**src/rtl/ppi_strobed_port.sv**
```systemverilog
// Mode-1 strobed handshake stage for one PPI port: input latch with STB_n/IBF,
// output latch with OBF_n/ACK_n, interrupt request and sticky overrun flag.
module ppi_strobed_port #(
    parameter int          WIDTH       = 8,
    parameter logic [1:0]  PORT_ADDR   = 2'b00,
    parameter int          INTE_BIT    = 4,
    parameter int          SYNC_STAGES = 2
) (
    input  logic             clk_i,
    input  logic             rst_i,
    input  logic             cs_i,
    input  logic             rd_i,
    input  logic             wr_i,
    input  logic [1:0]       a_i,
    input  logic [WIDTH-1:0] din_i,
    output logic [WIDTH-1:0] dout_o,
    output logic             dout_valid_o,
    input  logic             mode_en_i,
    input  logic             dir_i,
    input  logic [WIDTH-1:0] port_in_i,
    output logic [WIDTH-1:0] port_out_o,
    output logic             port_oe_o,
    input  logic             stb_n_i,
    input  logic             ack_n_i,
    output logic             ibf_o,
    output logic             obf_n_o,
    output logic             intr_o,
    output logic             ovr_o
);

    typedef enum logic [1:0] {ST_IDLE, ST_FULL, ST_ACKING} state_t;

    localparam logic [2:0] INTE_SEL = 3'(INTE_BIT);

    state_t                 state_q, state_d;
    logic                   rd_q, wr_q, mode_q, dir_q;
    logic [SYNC_STAGES-1:0] stb_sync_q, ack_sync_q;
    logic                   stb_last_q, ack_last_q;
    logic                   ibf_q, ibf_d, obf_n_q, obf_n_d;
    logic                   intr_q, intr_d, ovr_q, ovr_d;
    logic                   inte_q, inte_d, dout_valid_q, dout_valid_d;
    logic [WIDTH-1:0]       dout_q, dout_d, port_out_q, port_out_d, latch_q, latch_d;

    logic sel, rd_fall, rd_rise, wr_rise, bsr_wr, cfg_chg;
    logic stb_s, ack_s, stb_fall, stb_rise, ack_fall, ack_rise;

    assign sel      = ~cs_i & (a_i == PORT_ADDR);
    assign rd_fall  = sel & rd_q & ~rd_i;
    assign rd_rise  = sel & ~rd_q & rd_i;
    assign wr_rise  = sel & ~wr_q & wr_i;
    assign bsr_wr   = ~cs_i & (a_i == 2'b11) & ~wr_q & wr_i & ~din_i[7] & (din_i[3:1] == INTE_SEL);
    assign cfg_chg  = (mode_en_i != mode_q) | (dir_i != dir_q);

    assign stb_s    = stb_sync_q[SYNC_STAGES-1];
    assign ack_s    = ack_sync_q[SYNC_STAGES-1];
    assign stb_fall = stb_last_q & ~stb_s;
    assign stb_rise = ~stb_last_q & stb_s;
    assign ack_fall = ack_last_q & ~ack_s;
    assign ack_rise = ~ack_last_q & ack_s;

    always_comb begin
        state_d      = state_q;
        ibf_d        = ibf_q;
        obf_n_d      = obf_n_q;
        intr_d       = intr_q;
        ovr_d        = ovr_q;
        dout_d       = dout_q;
        dout_valid_d = 1'b0;
        port_out_d   = port_out_q;
        latch_d      = latch_q;
        inte_d       = bsr_wr ? din_i[0] : inte_q;

        // Clearing INTE drops a pending request; a same-edge set event below
        // still sees the old INTE and takes priority.
        if (bsr_wr && !din_i[0])
            intr_d = 1'b0;

        if (!mode_en_i || cfg_chg) begin
            state_d = ST_IDLE;
            ibf_d   = 1'b0;
            obf_n_d = 1'b1;
            intr_d  = 1'b0;
            ovr_d   = 1'b0;
        end else if (dir_i) begin
            if (rd_fall) begin
                dout_d       = latch_q;
                dout_valid_d = 1'b1;
                intr_d       = 1'b0;
                ovr_d        = 1'b0;
            end
            case (state_q)
                ST_IDLE: begin
                    if (stb_fall) begin
                        latch_d = port_in_i;
                        ibf_d   = 1'b1;
                        state_d = ST_FULL;
                    end
                end
                ST_FULL: begin
                    if (stb_rise)
                        intr_d = inte_q;
                    // A strobe landing on the read-release edge refills the buffer.
                    if (stb_fall && rd_rise)
                        latch_d = port_in_i;
                    else if (stb_fall)
                        ovr_d = 1'b1;
                    else if (rd_rise) begin
                        ibf_d   = 1'b0;
                        state_d = ST_IDLE;
                    end
                end
                default: state_d = ST_IDLE;
            endcase
        end else begin
            if (rd_fall) begin
                dout_d       = port_out_q;
                dout_valid_d = 1'b1;
            end
            if (wr_rise) begin
                port_out_d = din_i;
                obf_n_d    = 1'b0;
                intr_d     = 1'b0;
                state_d    = ST_FULL;
            end else begin
                case (state_q)
                    ST_FULL: begin
                        if (ack_fall) begin
                            obf_n_d = 1'b1;
                            state_d = ST_ACKING;
                        end
                    end
                    ST_ACKING: begin
                        if (ack_rise) begin
                            intr_d  = inte_q;
                            state_d = ST_IDLE;
                        end
                    end
                    default: ;
                endcase
            end
        end
    end

    always_ff @(posedge clk_i) begin
        if (rst_i) begin
            state_q      <= ST_IDLE;
            rd_q         <= 1'b1;
            wr_q         <= 1'b1;
            mode_q       <= mode_en_i;
            dir_q        <= dir_i;
            stb_sync_q   <= '1;
            ack_sync_q   <= '1;
            stb_last_q   <= 1'b1;
            ack_last_q   <= 1'b1;
            ibf_q        <= 1'b0;
            obf_n_q      <= 1'b1;
            intr_q       <= 1'b0;
            ovr_q        <= 1'b0;
            inte_q       <= 1'b0;
            dout_valid_q <= 1'b0;
            dout_q       <= '0;
            port_out_q   <= '0;
            latch_q      <= '0;
        end else begin
            state_q       <= state_d;
            rd_q          <= rd_i;
            wr_q          <= wr_i;
            mode_q        <= mode_en_i;
            dir_q         <= dir_i;
            stb_sync_q[0] <= stb_n_i;
            ack_sync_q[0] <= ack_n_i;
            for (int i = 1; i < SYNC_STAGES; i++) begin
                stb_sync_q[i] <= stb_sync_q[i-1];
                ack_sync_q[i] <= ack_sync_q[i-1];
            end
            stb_last_q    <= stb_s;
            ack_last_q    <= ack_s;
            ibf_q         <= ibf_d;
            obf_n_q       <= obf_n_d;
            intr_q        <= intr_d;
            ovr_q         <= ovr_d;
            inte_q        <= inte_d;
            dout_valid_q  <= dout_valid_d;
            dout_q        <= dout_d;
            port_out_q    <= port_out_d;
            latch_q       <= latch_d;
        end
    end

    assign dout_o       = dout_q;
    assign dout_valid_o = dout_valid_q;
    assign port_out_o   = port_out_q;
    assign port_oe_o    = mode_en_i & ~dir_i;
    assign ibf_o        = ibf_q;
    assign obf_n_o      = obf_n_q;
    assign intr_o       = intr_q;
    assign ovr_o        = ovr_q;

endmodule
```
**config.mk**
```make
export PLATFORM = sky130hd
export DESIGN_NAME = ppi_strobed_port
export DESIGN_NICKNAME = d
export VERILOG_FILES = /design/src/rtl/ppi_strobed_port.sv
export SDC_FILE = /design/constraint.sdc
export NUM_CORES = 1
export LEC_CHECK = 0
export CORE_AREA = 2 2 66 68
export CTS_CLUSTER_DIAMETER = 100
export DETAILED_ROUTE_END_ITERATION = 7
export DIE_AREA = 0 0 68 70
export MAX_ROUTING_LAYER = met4
export PLACE_DENSITY = 0.74
export SETUP_SLACK_MARGIN = 0.2
export SLEW_MARGIN = 5
export SYNTH_ARGS = -nofsm -noshare
export SYNTH_HDL_FRONTEND = slang
export SYNTH_SLANG_ARGS = --single-unit
```
**constraint.sdc**
```tcl
create_clock -name clk_i -period 4.7 [get_ports clk_i]
set_clock_uncertainty 0.2 [all_clocks]
set_input_delay 0.47 -clock clk_i [delete_from_list [all_inputs] [get_ports clk_i]]
set_output_delay 0.47 -clock clk_i [all_outputs]
set_load 0.05 [all_outputs]
```
; Yosys cells after proc, flatten, opt, wreduce, memory -nomap -nowiden
; Index checks and enable logic that the tools add are counted.
[op_classes]
n_eq_ne = 17
muxes = 37
bitwise_logic = 29
n_reduce_logical = 18
[op_table]
columns = op, n
row1 = 8-bit two-way mux, 5
row2 = 1-bit two-way mux, 20
row3 = 1-bit bitwise AND, 17
row4 = 2-bit two-way mux, 8
row5 = 8-bit case mux with 2 select lines, 1
row6 = 3-bit inequality test (second input constant), 4
row7 = 1-bit NOT, 11
row8 = 2-bit inequality test (second input constant), 5
row9 = 4-bit inequality test (second input constant), 2
row10 = 2-bit case mux with 2 select lines, 2
row11 = 7-bit AND reduction, 1
row12 = 3-bit AND reduction, 2
row13 = 6-bit AND reduction, 1
row14 = 2-bit nonzero test, 3
row15 = 5-bit AND reduction, 1
row16 = 2-bit equality test (second input constant), 2
row17 = 2-bit logical NOT, 2
row18 = 4-bit nonzero test, 1
row19 = 3-bit equality test (second input constant), 1
row20 = 2-bit by 1-bit equality test with 1-bit output (second input constant), 1
row21 = 1-bit logical AND, 2
row22 = 1-bit logical NOT, 2
row23 = 1-bit inequality test, 2
row24 = 1-bit case mux with 2 select lines, 1
row25 = other kinds (4), 4
[totals]
register_bits = 42
inputBits = 27
out_inout_bits = 22
wordCells = 119

; Longest topological paths before layout
[depth]
ltp_word = 12
ltp_mapped = 7
depth_no_buf = 7

; Worst setup path before layout
; Ideal clock, no wire load.
[synth_path]
path_kind = input port to output port
from = in dir_i
to = out port_oe_o
arrival_time_ns = 1.610
required_time_ns = 4.030
slack_ns = 2.420
cell_stages = 3
n_path_buf = 2
path_cell_list = buf_6 > clkbuf_1 > nor2b_1
[synth_between]
elab_chain_len = 2
[synth_lines]
columns = item, line_no
row1 = start: declaration, 19  ; input logic dir_i,
row2 = 1-bit NOT (no line), --
row3 = 1-bit bitwise AND, 193  ; assign port_oe_o = mode_en_i & ~dir_i;
row4 = end: declaration, 22  ; output logic port_oe_o,
; No other way between the ends.

; Worst setup path in the final report
; Same ends and word-level chain as after synthesis.

==> impl_metrics.yaml <==
min_path:
  min-delay-start: "ack_sync_q[0]"
  holdPathStages: 1
  min_path_type: "reg2reg"
sta:
  max_freq_mhz: 321.3
  rsz0062_at_grt: "no"
  slew_viol_final: 0
  setup_viol: 0
  hold_viol_final: 0
  final.min_clock_period_ns: 3.112
  worst_pin_slew_ns: 0.9684
  setup_tns_ns: 0
  fin_crit_sh_pct: 66.22
  relSlewSlack_pct: 35.20
global_route:
  grt_max_degree: 37
  grt_util_all_layers_pct: 17.01
  grt_pass1_vias: 1278
  antenna_found_initial: 0
  overflow: 0
  grt_pass1_wl_mm: 5.982
clock_network:
  cts-root-buf: "clkbuf_8"
  cts_inserted_buffers: 5
  cts_hold_buf: 0
  clock_latency_ns: 0.29
  post_cts_resized: 0
  clock_sinks: 42
  cts_tree: "yes"
  clock_path_buffers: 2
  path_clk_slew_ns: 0.07
  cts_setup_buffers: 0
  ctsHtreeMaxLevel: 2
layout:
  final_layout_size_suffix_gt1_share_pct: 9.251
  syn2layout_area_growth_pct: 34.74
  nets: 256
  finalNonFillerCells: 279
  insertedDiodeCount: 0
synthesis:
  synth_top_flop_cell: "dfxtp_1"
  synth_edf_count: 0
  ys_ff_latch: 42
  synthArstFlopShare_pct: 0
  yosysUniqueCellTypes: 40
  synth_area_leaders: "dfxtp_1 47%, mux2i_1 14%, nor2_1 6.5%"
  yosysWarnings: 0
  avgSynthCellArea_um2: 10.02
  synth_nets: 208
  synth_top_area_share_pct: 47.16
  synthTopCellsByCount: "42 x dfxtp_1, 31 x nor2_1, 25 x mux2i_1"
  synth.most_common_cell: "dfxtp_1"
  synth_cells: 178
  synth_seq_area_share_pct: 47.16
  netlist_area_mm2: 0.001783
  yosys.area.top_type: "dfxtp_1"
power:
  pwr-share-clk_pct: 39.6
  power_switching_mw: 0.1470
  leakage_nw: 0.8772
  swShare_pct: 21.02
  internal_power_mw: 0.5522
  seqPwrFrac_pct: 51.9
  p_comb_share_pct: 8.5
  powerDensity_mw_per_mm2: 291.0
  ir_drop_mv: 0.1598
detailed_routing:
  vias: 1413
  final_antenna_net_count: 0
  drc_errors: 0
  routed_via_density: 5.065
  routed_wl_mm: 3.667
  wire_per_inst_um: 13.14
  drt_first_iter_violations: 43
  dr.pass1.iters: 4
placed_design:
  dp_hpwl_mm: 2.589
  dp_cells: 271
  io_buffers: 48
  gp_congestion: 0.8141
worst_setup_path:
  required_ns: 4.03
  critPathLaunch: "dir_i"
  criticalPathCategory: "in2out"
  cp-start-kind: "primary input"
  cp_common_cell: "clkdlybuf4s50_1"
  crit_fanout: 17
  cp_top_family: "buffers and inverters"
  path_depth: 3
  path_buf_inv: 2
  reg2reg_depth: 7
  slowest_stage: "clkdlybuf4s50_1"
  cpPeakStageDelay_ns: 0.88
  cp.arrival_ns: 2.44
  rr_startpoint: "state_q[1]"
  path_cells: "clkdlybuf4s50_1 > nor2b_1 > clkdlybuf4s50_1"
  endpoint_kind: "output port"
floorplanning:
  ios: 49
  start_util_pct: 43.03
  core_area_mm2: 0.004144
  fp.dieArea_mm2: 0.004760
  dieWidth_um: 68
  rows: 24
  die_y_um: 70
job:
  drv_cap: 0
status:
  status: "finished, final reports clean"
[power by group through the flow]
| stage | clock (mW) | sequential [mW] | combinational, mW |
|---|---|---|---|
| after floorplan | 0 | 0.373 | 0.0279 |
| after global placement | 0 | 0.371 | 0.0592 |
| after detailed placement | 0 | 0.372 | 0.0595 |
| after CTS | 0.284 | 0.363 | 0.0598 |
| after global routing | 0.303 | 0.364 | 0.0640 |
| final | 0.277 | 0.363 | 0.0594 |
[path summary, 6_finish.rpt]
| kind | end | slack (ns) |
|---|---|---|
| worst min-delay path | ack_sync_q[1] | 0.21 |
| worst max-delay path | port_oe_o | 1.59 |
| worst max register to register | latch_q[4] | 2.55 |
| worst min register to register | ack_sync_q[1] | 0.21 |
[cell type report]
| type | instances | area, um2 |
|---|---|---|
| Fill cell | 382 | 1742 |
| Multi-Input combinational cell | 122 | 879.6 |
| Inverter | 6 | 22.52 |
| Tap cell | 52 | 65.06 |
| Clock inverter | 1 | 30.03 |
| Clock buffer | 7 | 76.32 |
| Timing Repair Buffer | 49 | 488.0 |
| Sequential cell | 42 | 840.8 |
[per-layer routing]
metal | track usage [%] | part of all wire [%]
met4 | 4.667 | 1.3
met5 | - | 0
met2 | 24.60 | 46
met3 | 6.119 | 6.1
met1 | 22.37 | 47
[cells in the final DEF (no fill, tap or decap), types with 2 or more instances in the layout]
| cell | instances |
|---|---|
| a21oi_1 | 3 |
| clkbuf_8 | 5 |
| dfxtp_1 | 42 |
| nor2b_1 | 3 |
| inv_1 | 5 |
| nand2_1 | 3 |
| clkbuf_1 | 2 |
| nor3_1 | 2 |
| a2111oi_0 | 2 |
| o21ai_0 | 2 |
| nand2b_1 | 5 |
| or2_2 | 8 |
| nor2_1 | 31 |
| a32o_1 | 2 |
| nand3b_1 | 3 |
| ha_1 | 3 |
| mux2i_1 | 25 |
| clkdlybuf4s50_1 | 48 |
| a31oi_1 | 2 |
| a211oi_1 | 9 |
[state kept, by name (all words and copies together), names as in the netlist, 2 cells and up]
| register | cells |
|---|---|
| port_out_o | 8 |
| latch_q | 8 |
| ack_sync_q | 2 |
| stb_sync_q | 2 |
| state_q | 2 |
| dout_o | 8 |
[cell families (layout without fill, tap and decap cells)]
| family | after synthesis | in the layout | synth area share (%) |
|---|---|---|---|
| compound gates | 28 | 28 | 11.51 |
| xor+xnor | 1 | 1 | 1.544 |
| fa+ha+maj | 3 | 3 | 2.105 |
| buf+inv | 14 | 63 | 3.509 |
| flops | 42 | 42 | 47.16 |
| mux | 25 | 25 | 14.04 |
| simple gates | 65 | 65 | 20.14 |
[per-stage QoR]
stage / total power, mW / cell area (um2) / util, % / hold slack [ns] / setup WS (ns)
after floorplan: 0.4008 / 1783 / - / 0.1895 / 2.421
after global placement: 0.4305 / 2296 / 55.40 / 0.1920 / 1.456
after detailed placement: 0.4311 / 2296 / 55.40 / 0.1937 / 1.367
after CTS: 0.7068 / 2402 / 57.97 / 0.2115 / 1.544
after global routing: 0.7302 / 2402 / 57.97 / 0.2228 / 1.432
final: 0.6991 / 2402 / 57.97 / 0.2137 / 1.588
[worst register-to-register path, cell delays in order (launching register included)]
cell and delay, ns:
dfxtp_1 0.36, inv_1 0.07, ha_1 0.26, nor2b_1 0.17
a31oi_1 0.08, nor4_4 0.57, mux2i_1 0.27, nor2_1 0.05
Note: power is estimated with default switching activity, not from simulation.
